### config.mk
export PLATFORM = sky130hd
export DESIGN_NAME = smi_dir_arbiter
export DESIGN_NICKNAME = d
export VERILOG_FILES = /design/src/rtl/smi_dir_arbiter_pkg.sv /design/src/rtl/smi_dir_arbiter_level_debouncer.sv /design/src/rtl/smi_dir_arbiter.sv
export SDC_FILE = /design/constraint.sdc
export NUM_CORES = 1
export LEC_CHECK = 0
export BUFFER_PORTS_ARGS = -buffer_cell sky130_fd_sc_hd__clkbuf_2
export CELL_PAD_IN_SITES_DETAIL_PLACEMENT = 1
export CELL_PAD_IN_SITES_GLOBAL_PLACEMENT = 1
export CORE_ASPECT_RATIO = 1.25
export CORE_MARGIN = 3
export CORE_UTILIZATION = 30
export CTS_CLUSTER_SIZE = 24
export DETAILED_ROUTE_END_ITERATION = 8
export PLACE_DENSITY = 0.59
export REMOVE_ABC_BUFFERS = 1
export SLEW_MARGIN = 40
export SYNTH_ARGS = -nofsm -noshare
export SYNTH_HDL_FRONTEND = slang
export SYNTH_SLANG_ARGS = --single-unit
### constraint.sdc
create_clock -name i_sys_clk -period 1.9 [get_ports i_sys_clk]
set_input_delay 0.38 -clock i_sys_clk [delete_from_list [all_inputs] [get_ports i_sys_clk]]
set_output_delay 0.38 -clock i_sys_clk [all_outputs]
set_load 0.01 [all_outputs]
### src/rtl/smi_dir_arbiter_pkg.sv
// rtl/smi_dir_arbiter_pkg.sv - shared state codes and direction constants for the SMI direction arbiter
// Purpose: one place for the FSM state encoding (also exported on o_state for debug)
//          and the bus direction encoding used by the arbiter.
// Ports:   none (package).
package smi_dir_arbiter_pkg;

  typedef enum logic [2:0] {
    S_RX       = 3'd0,
    S_RX_DRAIN = 3'd1,
    S_TURN     = 3'd2,
    S_TX       = 3'd3,
    S_TX_DRAIN = 3'd4
  } state_e;

  localparam logic DIR_RX = 1'b0;
  localparam logic DIR_TX = 1'b1;

endpackage

### src/rtl/smi_dir_arbiter_level_debouncer.sv
// rtl/smi_dir_arbiter_level_debouncer.sv - synchroniser plus level debouncer for the host direction pin
// Purpose: brings the asynchronous direction request into the clock domain and only
//          accepts a new level after it has held for DEB_CYCLES consecutive cycles.
// Ports:   clk_i   - system clock
//          rst_i   - synchronous active-high reset
//          pin_i   - raw asynchronous pin
//          level_o - debounced level
module smi_dir_arbiter_level_debouncer #(
  parameter int SYNC_STAGES = 2,
  parameter int DEB_CYCLES  = 16,
  parameter int CNT_W       = 8
) (
  input  logic clk_i,
  input  logic rst_i,
  input  logic pin_i,
  output logic level_o
);

  logic [SYNC_STAGES-1:0] sync_q;
  logic [CNT_W-1:0]       cnt_q;
  logic                   level_q;
  logic                   s;

  assign s = sync_q[SYNC_STAGES-1];

  always_ff @(posedge clk_i) begin
    if (rst_i) begin
      sync_q  <= '0;
      cnt_q   <= '0;
      level_q <= 1'b0;
    end else begin
      sync_q <= {sync_q[SYNC_STAGES-2:0], pin_i};
      // Any cycle that agrees with the accepted level restarts the qualification window,
      // so a glitch shorter than DEB_CYCLES leaves no residue.
      if (s == level_q) begin
        cnt_q <= '0;
      end else if (cnt_q == CNT_W'(DEB_CYCLES - 1)) begin
        level_q <= s;
        cnt_q   <= '0;
      end else begin
        cnt_q <= cnt_q + CNT_W'(1);
      end
    end
  end

  assign level_o = level_q;

endmodule

### src/rtl/smi_dir_arbiter.sv
// rtl/smi_dir_arbiter.sv - direction owner for the shared SMI data bus
// Purpose: drains the active path, holds a turnaround guard with both paths disabled,
//          then enables the path the host asked for.
// Ports:   i_sys_clk, i_rst     - clock, synchronous active-high reset
//          i_dir_req            - raw host direction pin (1 = TX, 0 = RX)
//          i_rx_busy, i_tx_busy - datapath word-in-flight flags
//          o_dir                - pad direction (1 = TX / pads input)
//          o_rx_en, o_tx_en     - path enables
//          o_turnaround         - guard interval flag
//          o_state              - FSM state code (debug)
//          o_switch_count       - completed direction switches, saturating
module smi_dir_arbiter
  import smi_dir_arbiter_pkg::*;
#(
  parameter int SYNC_STAGES = 2,
  parameter int DEB_CYCLES  = 16,
  parameter int TURN_CYCLES = 4,
  parameter int CNT_W       = 8
) (
  input  logic        i_sys_clk,
  input  logic        i_rst,
  input  logic        i_dir_req,
  input  logic        i_rx_busy,
  input  logic        i_tx_busy,
  output logic        o_dir,
  output logic        o_rx_en,
  output logic        o_tx_en,
  output logic        o_turnaround,
  output logic [2:0]  o_state,
  output logic [15:0] o_switch_count
);

  logic             deb_level;
  state_e           state_q, state_d;
  logic             tgt_q, tgt_d;
  logic [CNT_W-1:0] tcnt_q, tcnt_d;
  // Set while the turnaround in progress is the one following reset; that one is not a switch.
  logic             boot_q, boot_d;
  logic             count_inc;
  logic [15:0]      sw_cnt_q;
  logic             dir_q, rx_en_q, tx_en_q, turn_q;

  smi_dir_arbiter_level_debouncer #(
    .SYNC_STAGES (SYNC_STAGES),
    .DEB_CYCLES  (DEB_CYCLES),
    .CNT_W       (CNT_W)
  ) u_deb (
    .clk_i   (i_sys_clk),
    .rst_i   (i_rst),
    .pin_i   (i_dir_req),
    .level_o (deb_level)
  );

  always_comb begin
    state_d   = state_q;
    tgt_d     = tgt_q;
    tcnt_d    = tcnt_q;
    boot_d    = boot_q;
    count_inc = 1'b0;
    case (state_q)
      S_RX: if (deb_level) state_d = S_RX_DRAIN;
      S_RX_DRAIN: begin
        // A reverted request beats a simultaneous busy drop.
        if (!deb_level) begin
          state_d = S_RX;
        end else if (!i_rx_busy) begin
          state_d = S_TURN;
          tgt_d   = DIR_TX;
          tcnt_d  = CNT_W'(TURN_CYCLES - 1);
        end
      end
      S_TX: if (!deb_level) state_d = S_TX_DRAIN;
      S_TX_DRAIN: begin
        if (deb_level) begin
          state_d = S_TX;
        end else if (!i_tx_busy) begin
          state_d = S_TURN;
          tgt_d   = DIR_RX;
          tcnt_d  = CNT_W'(TURN_CYCLES - 1);
        end
      end
      S_TURN: begin
        // deb_level is deliberately not looked at here; the destination state re-evaluates it.
        if (tcnt_q == '0) begin
          state_d   = tgt_q ? S_TX : S_RX;
          count_inc = !boot_q;
          boot_d    = 1'b0;
        end else begin
          tcnt_d = tcnt_q - CNT_W'(1);
        end
      end
      default: begin
        state_d = S_TURN;
        tgt_d   = DIR_RX;
        tcnt_d  = CNT_W'(TURN_CYCLES - 1);
      end
    endcase
  end

  always_ff @(posedge i_sys_clk) begin
    if (i_rst) begin
      state_q  <= S_TURN;
      tgt_q    <= DIR_RX;
      tcnt_q   <= CNT_W'(TURN_CYCLES - 1);
      boot_q   <= 1'b1;
      sw_cnt_q <= '0;
      dir_q    <= DIR_RX;
      rx_en_q  <= 1'b0;
      tx_en_q  <= 1'b0;
      turn_q   <= 1'b1;
    end else begin
      state_q <= state_d;
      tgt_q   <= tgt_d;
      tcnt_q  <= tcnt_d;
      boot_q  <= boot_d;
      if (count_inc && (sw_cnt_q != 16'hFFFF)) sw_cnt_q <= sw_cnt_q + 16'd1;
      // Outputs decode the next state so they line up with the state register.
      rx_en_q <= (state_d == S_RX);
      tx_en_q <= (state_d == S_TX);
      turn_q  <= (state_d == S_TURN);
      if ((state_d == S_TURN) && (state_q != S_TURN)) dir_q <= tgt_d;
    end
  end

  assign o_dir          = dir_q;
  assign o_rx_en        = rx_en_q;
  assign o_tx_en        = tx_en_q;
  assign o_turnaround   = turn_q;
  assign o_state        = state_q;
  assign o_switch_count = sw_cnt_q;

endmodule

Word-level counts from Yosys, hierarchy flattened
Cells that the tools add are included.
W data, S select, Z words.

storage, ports and cells
  flip-flop bits (word level) = 44
  bits of input ports = 5
  output and inout port bits = 23
  word-level logic and storage cells = 66

cells by class
  $add $sub $neg = 3
  equality and inequality tests = 15
  muxes and demuxes = 22
  bitwise logic cells = 2
  reductions and logical operators = 12

operators with widths
  operator                 number
  $mux W8                  5
  $pmux W8 S4              1
  $mux W3                  7
  $add A16 B1 Y16 const B  1
  $ne A16 B16 Y1 const B   1
  $pmux W3 S5              1
  $eq A3 B2 Y1 const B     4
  $add A8 B1 Y8 const B    1
  $eq A8 B4 Y1 const B     1
  $logic_not A8 Y1         1
  $ne A2 B2 Y1 const B     4
  $sub A8 B1 Y8 const B    1
  $logic_not A3 Y1         2
  $mux W1                  6
  $reduce_and A6 Y1        1
  $reduce_or A3 Y1         2
  $reduce_and A2 Y1        2
  $eq A3 B1 Y1 const B     1
  $eq A3 B3 Y1 const B     1
  $ne A3 B2 Y1 const B     1
  $pmux W1 S3              1
  $logic_and A1 B1 Y1      2
  $mux W2                  1
  $ne A2 B1 Y1 const B     1
  other kinds (4)          5

Longest topological paths before layout
  word-level depth = 5
  depth in mapped cells = 8
  mapped depth without buffers = 7

Cells and area by module
Synthesis repeated with hierarchy kept, for this count alone.

unflattened totals
  cell total of the unflattened synthesis = 259
  area total of the unflattened synthesis = 2252.2 um2

by module, submodules not included
  module                           instances  cells each  area each (um2)
  smi_dir_arbiter                  1          209         1803.0
  smi_dir_arbiter_level_debouncer  1          50          449.2

Worst setup path after synthesis
No wires, ideal clock.

  path kind = reg2reg
  start point = register tcnt_q[0]
  end point = register sw_cnt_q[13] (netlist: o_switch_count[13])
  arrival = 1.721 ns
  required time = 1.779 ns
  path slack = 0.059 ns
  cell stages (with the launch flop) = 8
  path buffers = 0
  period minus slack after synthesis = 1.841 ns
  cells stage by stage = dfxtp_1 -> inv_1 -> ha_1 -> nor3b_4 -> nand4_2 -> nor3_4 -> nand4_1 -> mux2_2

between the ends
  cells in the longest elaborated chain, start to end = 4

RTL lines
  element                 RTL line                text
  from (decl)             smi_dir_arbiter.sv:36   logic [CNT_W-1:0] tcnt_q, tcnt_d;
  from (signal assigned)  smi_dir_arbiter.sv:104  tcnt_q <= CNT_W'(TURN_CYCLES - 1);
  from (signal assigned)  smi_dir_arbiter.sv:114  tcnt_q <= tcnt_d;
  $logic_not A8 Y1        smi_dir_arbiter.sv:84   if (tcnt_q == '0) begin
  $mux W1                 smi_dir_arbiter.sv:84
  $mux W1                 smi_dir_arbiter.sv:60   case (state_q)
  $logic_and A1 B1 Y1     smi_dir_arbiter.sv:116  if (count_inc && (sw_cnt_q != 16'hFFFF)) sw_cnt_q <= sw_cnt_q + 16'd1;
  to (signal assigned)    smi_dir_arbiter.sv:116
  to (decl)               smi_dir_arbiter.sv:40   logic [15:0] sw_cnt_q;

Every way passes these cells.
A chain may end at the register's enable or synchronous reset.

Worst setup path after layout
  start point = register tcnt_q[0]
  end point = register sw_cnt_q[8] (netlist: o_switch_count[8])

The elaborated chain is that of the path after synthesis.

==> metrics.cfg <==
[run_status]
status = finished clean

[place]
hpwl_microns = 4040
place_ws_ns = -0.0750
placed_area_sq_mm = 0.00245
finalWeightedCongestion = 0.768
port_buffers = 27

[synthesis]
synth_seq_area_share_pct = 42.2
synthArstFlopShare_pct = 0
ys_ff_latch = 44
syn_area_per_cell_sq_um = 8.84
ys_types = 46
netlist_area_sq_mm = 0.00209
synth_top_flop_cell = dfxtp_1
synth_cells = 236
synth_edf_count = 0
yosysWarnings = 0

[floorplan]
placementRows = 33
die_y_microns = 99.3
ioPinCount = 28
die_w_microns = 80.6
die_area_sq_mm = 0.00800
core_area_sq_mm = 0.00665
initial_utilization_pct = 31.4

[clocking]
cts_tree = built
cts_buffers = 5
clk_latency_ns = 0.30
hold_buffers = 0
numClockSinks = 44
path_clk_slew_ns = 0.09
h-tree-depth = 2
clockBufferDepth = 2
cts-root-buf = clkbuf_8

[setup_path]
arrival_ns = 2.08
crit_fanout = 4
path_class = reg -> reg
cp-start-kind = flop
r2r_slack_ns = 0.05
crit_path_end_kind = flop
cp_slowest_stage_delay_ns = 0.41
crit_chain = inv_2 -> ha_4 -> nor3b_4 -> nand4_1 -> or3_4 -> or3_1 -> a21oi_1
required_ns = 2.13
cp_slowest_cell = or3_4

[routing]
vias_per_cell = 4.98
drt_first_pass_iters = 4
drt_iter0_markers = 50
drc = 0
drt-wirelength-per-cell_microns = 14.3
wl_microns = 5330
vias = 1852
antenna_left = 0

[grt]
grt_max_degree = 21
first_global_vias = 1953
antenna_found_initial = 0
grt_first_pass_wirelength_microns = 9020
grt_use_total_pct = 14.1
gr-total-overflow = 0

[timing]
setup_tns_ns = 0
rsz0062_at_grt = yes
period_needed_ns = 1.85
clock.fmax_mhz = 541
maxSlewViolCount = 0
clock_skew_ns = 0.00764
hold_viol = 0
fin_crit_sh_pct = 97.3
fin_ws_ns = 0.0519
finalSetupViolations = 0
maxSlewHeadroom_pct = 64.4
tightest_slew_ns = 0.531

[finish]
drive_gt1_share_pct = 26.7
areaGrowthSynthToFinish_pct = 26.9
final_nets = 292
fin_area_sq_mm = 0.00265
diodes = 0
fillers = 805

[power]
p_leak_nw = 0.999
powerDensity_mw_per_mm2 = 855
peakVddDrop_mv = 0.304

[run]
drv_cap = 0

[min_path]
hold_path.class = in -> reg

[sequential cells by signal (all words and copies together), names as in the netlist]
signal / flops
o_state: 3
u_deb.level_o: 1
u_deb.sync_q: 2
tgt_q: 1
o_switch_count: 16
o_dir: 1
o_tx_en: 1
o_rx_en: 1
o_turnaround: 1
tcnt_q: 8
u_deb.cnt_q: 8
boot_q: 1
[timing repair]
item | in CTS | in global routing
setup endpoints to repair | 2 | 18
gates cloned | 0 | 0
pin swaps | 2 | 5
gates resized for setup | 3 | 11
setup buffers | 1 | 0
hold endpoints to repair | 0 | 0
[cell families (layout without fill, tap and decap cells)]
kind of cell / Yosys count / count (layout) / synth area share [%]
AOI/OAI and AO/OA: 37 / 37 / 11.6
xor gates and xnor gates: 21 / 21 / 8.81
adders and majority gates: 3 / 3 / 1.80
buffers and inverters: 17 / 66 / 3.18
DFF: 44 / 44 / 42.2
muxes: 2 / 2 / 1.02
and+or+nand+nor: 112 / 112 / 31.4
[worst paths after layout]
kind	start	cells past startpoint	endpoint
worst min-delay path	i_dir_req	2	u_deb.sync_q[0]
worst max-delay path	tcnt_q[0]	7	o_switch_count[8]
worst max register to register	tcnt_q[0]	7	o_switch_count[8]
worst min register to register	u_deb.sync_q[0]	1	u_deb.sync_q[1]
[area by class of cell]
class / count / area (sq um) / area share (%)
clock buffers: 6 / 82.6 / 3.12
well taps: 87 / 109 / 4.11
clock inverters: 2 / 38.8 / 1.46
inverters: 10 / 37.5 / 1.42
repair buffers: 48 / 293 / 11.1
flip-flops and latches: 44 / 882 / 33.3
multi-input cells: 175 / 1210 / 45.5
[Yosys cell counts (6+ instances only)]
cell type  count  area share (%)
nand2_1        9             1.6
nor4_1         6             1.8
inv_1         10             1.8
dfxtp_1       44              42
nor2b_1        7             2.1
nand4_1        9             2.7
or3_1          6             1.8
o21ai_0        7             1.7
nor2_1        36             6.5
a21oi_1       13             3.1
xnor2_1       17             7.1
nand3_1        9             2.2
[stage by stage]
stage          power, mW  std cells  hold slack [ns]  utilization (%)
6_report            2.26        372            0.286             39.8
5_1_grt             2.41        372            0.301             39.8
4_1_cts             2.25        372            0.278             39.0
3_5_place_dp        1.46        363            0.430             36.9
3_3_place_gp        1.45        363            0.417             36.9
2_1_floorplan       1.32        229            0.414                -
[metal layers]
metal | up-vias | global-route usage [%] | routed length (microns)
met3 | 4 | 3.17 | 172
met5 | - | 0 | 0
met1 | 893 | 15.2 | 2230
li1 | 928 | - | -
met4 | 0 | 5.72 | 55
met2 | 27 | 26.2 | 2870
[layout by cell type (no fill, tap or decap), types with 2 or more instances in the layout]
master / instances
dfxtp_1: 43
ha_1: 2
a21o_1: 4
nor4_1: 3
xnor2_1: 17
nand4_1: 9
nor2b_1: 7
xor2_1: 4
o21ai_0: 6
clkbuf_8: 6
a21oi_1: 13
nor4_4: 2
nand2_1: 9
and4_1: 3
buf_4: 21
nand3_1: 9
nand2b_1: 4
nor3b_4: 2
nor4_2: 2
a211oi_2: 2
nor3b_1: 3
a211oi_1: 2
inv_1: 8
clkbuf_2: 27
nor3_1: 4
or3_1: 6
nor2_1: 36
and3_1: 3
or2_2: 2
inv_2: 2
[worst max-delay path: cells and delay by family, from the launching register on]
family | cells | cell delay [ns]
adder cells (fa/ha/maj) | 1 | 0.13
AND/OR/NAND/NOR | 4 | 1.14
AO/OA/AOI/OAI | 1 | 0.12
buffers and inverters | 1 | 0.08
flip-flops | 1 | 0.33
[power breakdown]
part / internal (mW) / switching [mW]
clock network: 0.430 / 0.334
registers: 0.990 / 0.0645
logic: 0.210 / 0.236
No activity file was read; power rests on OpenSTA's default activity.
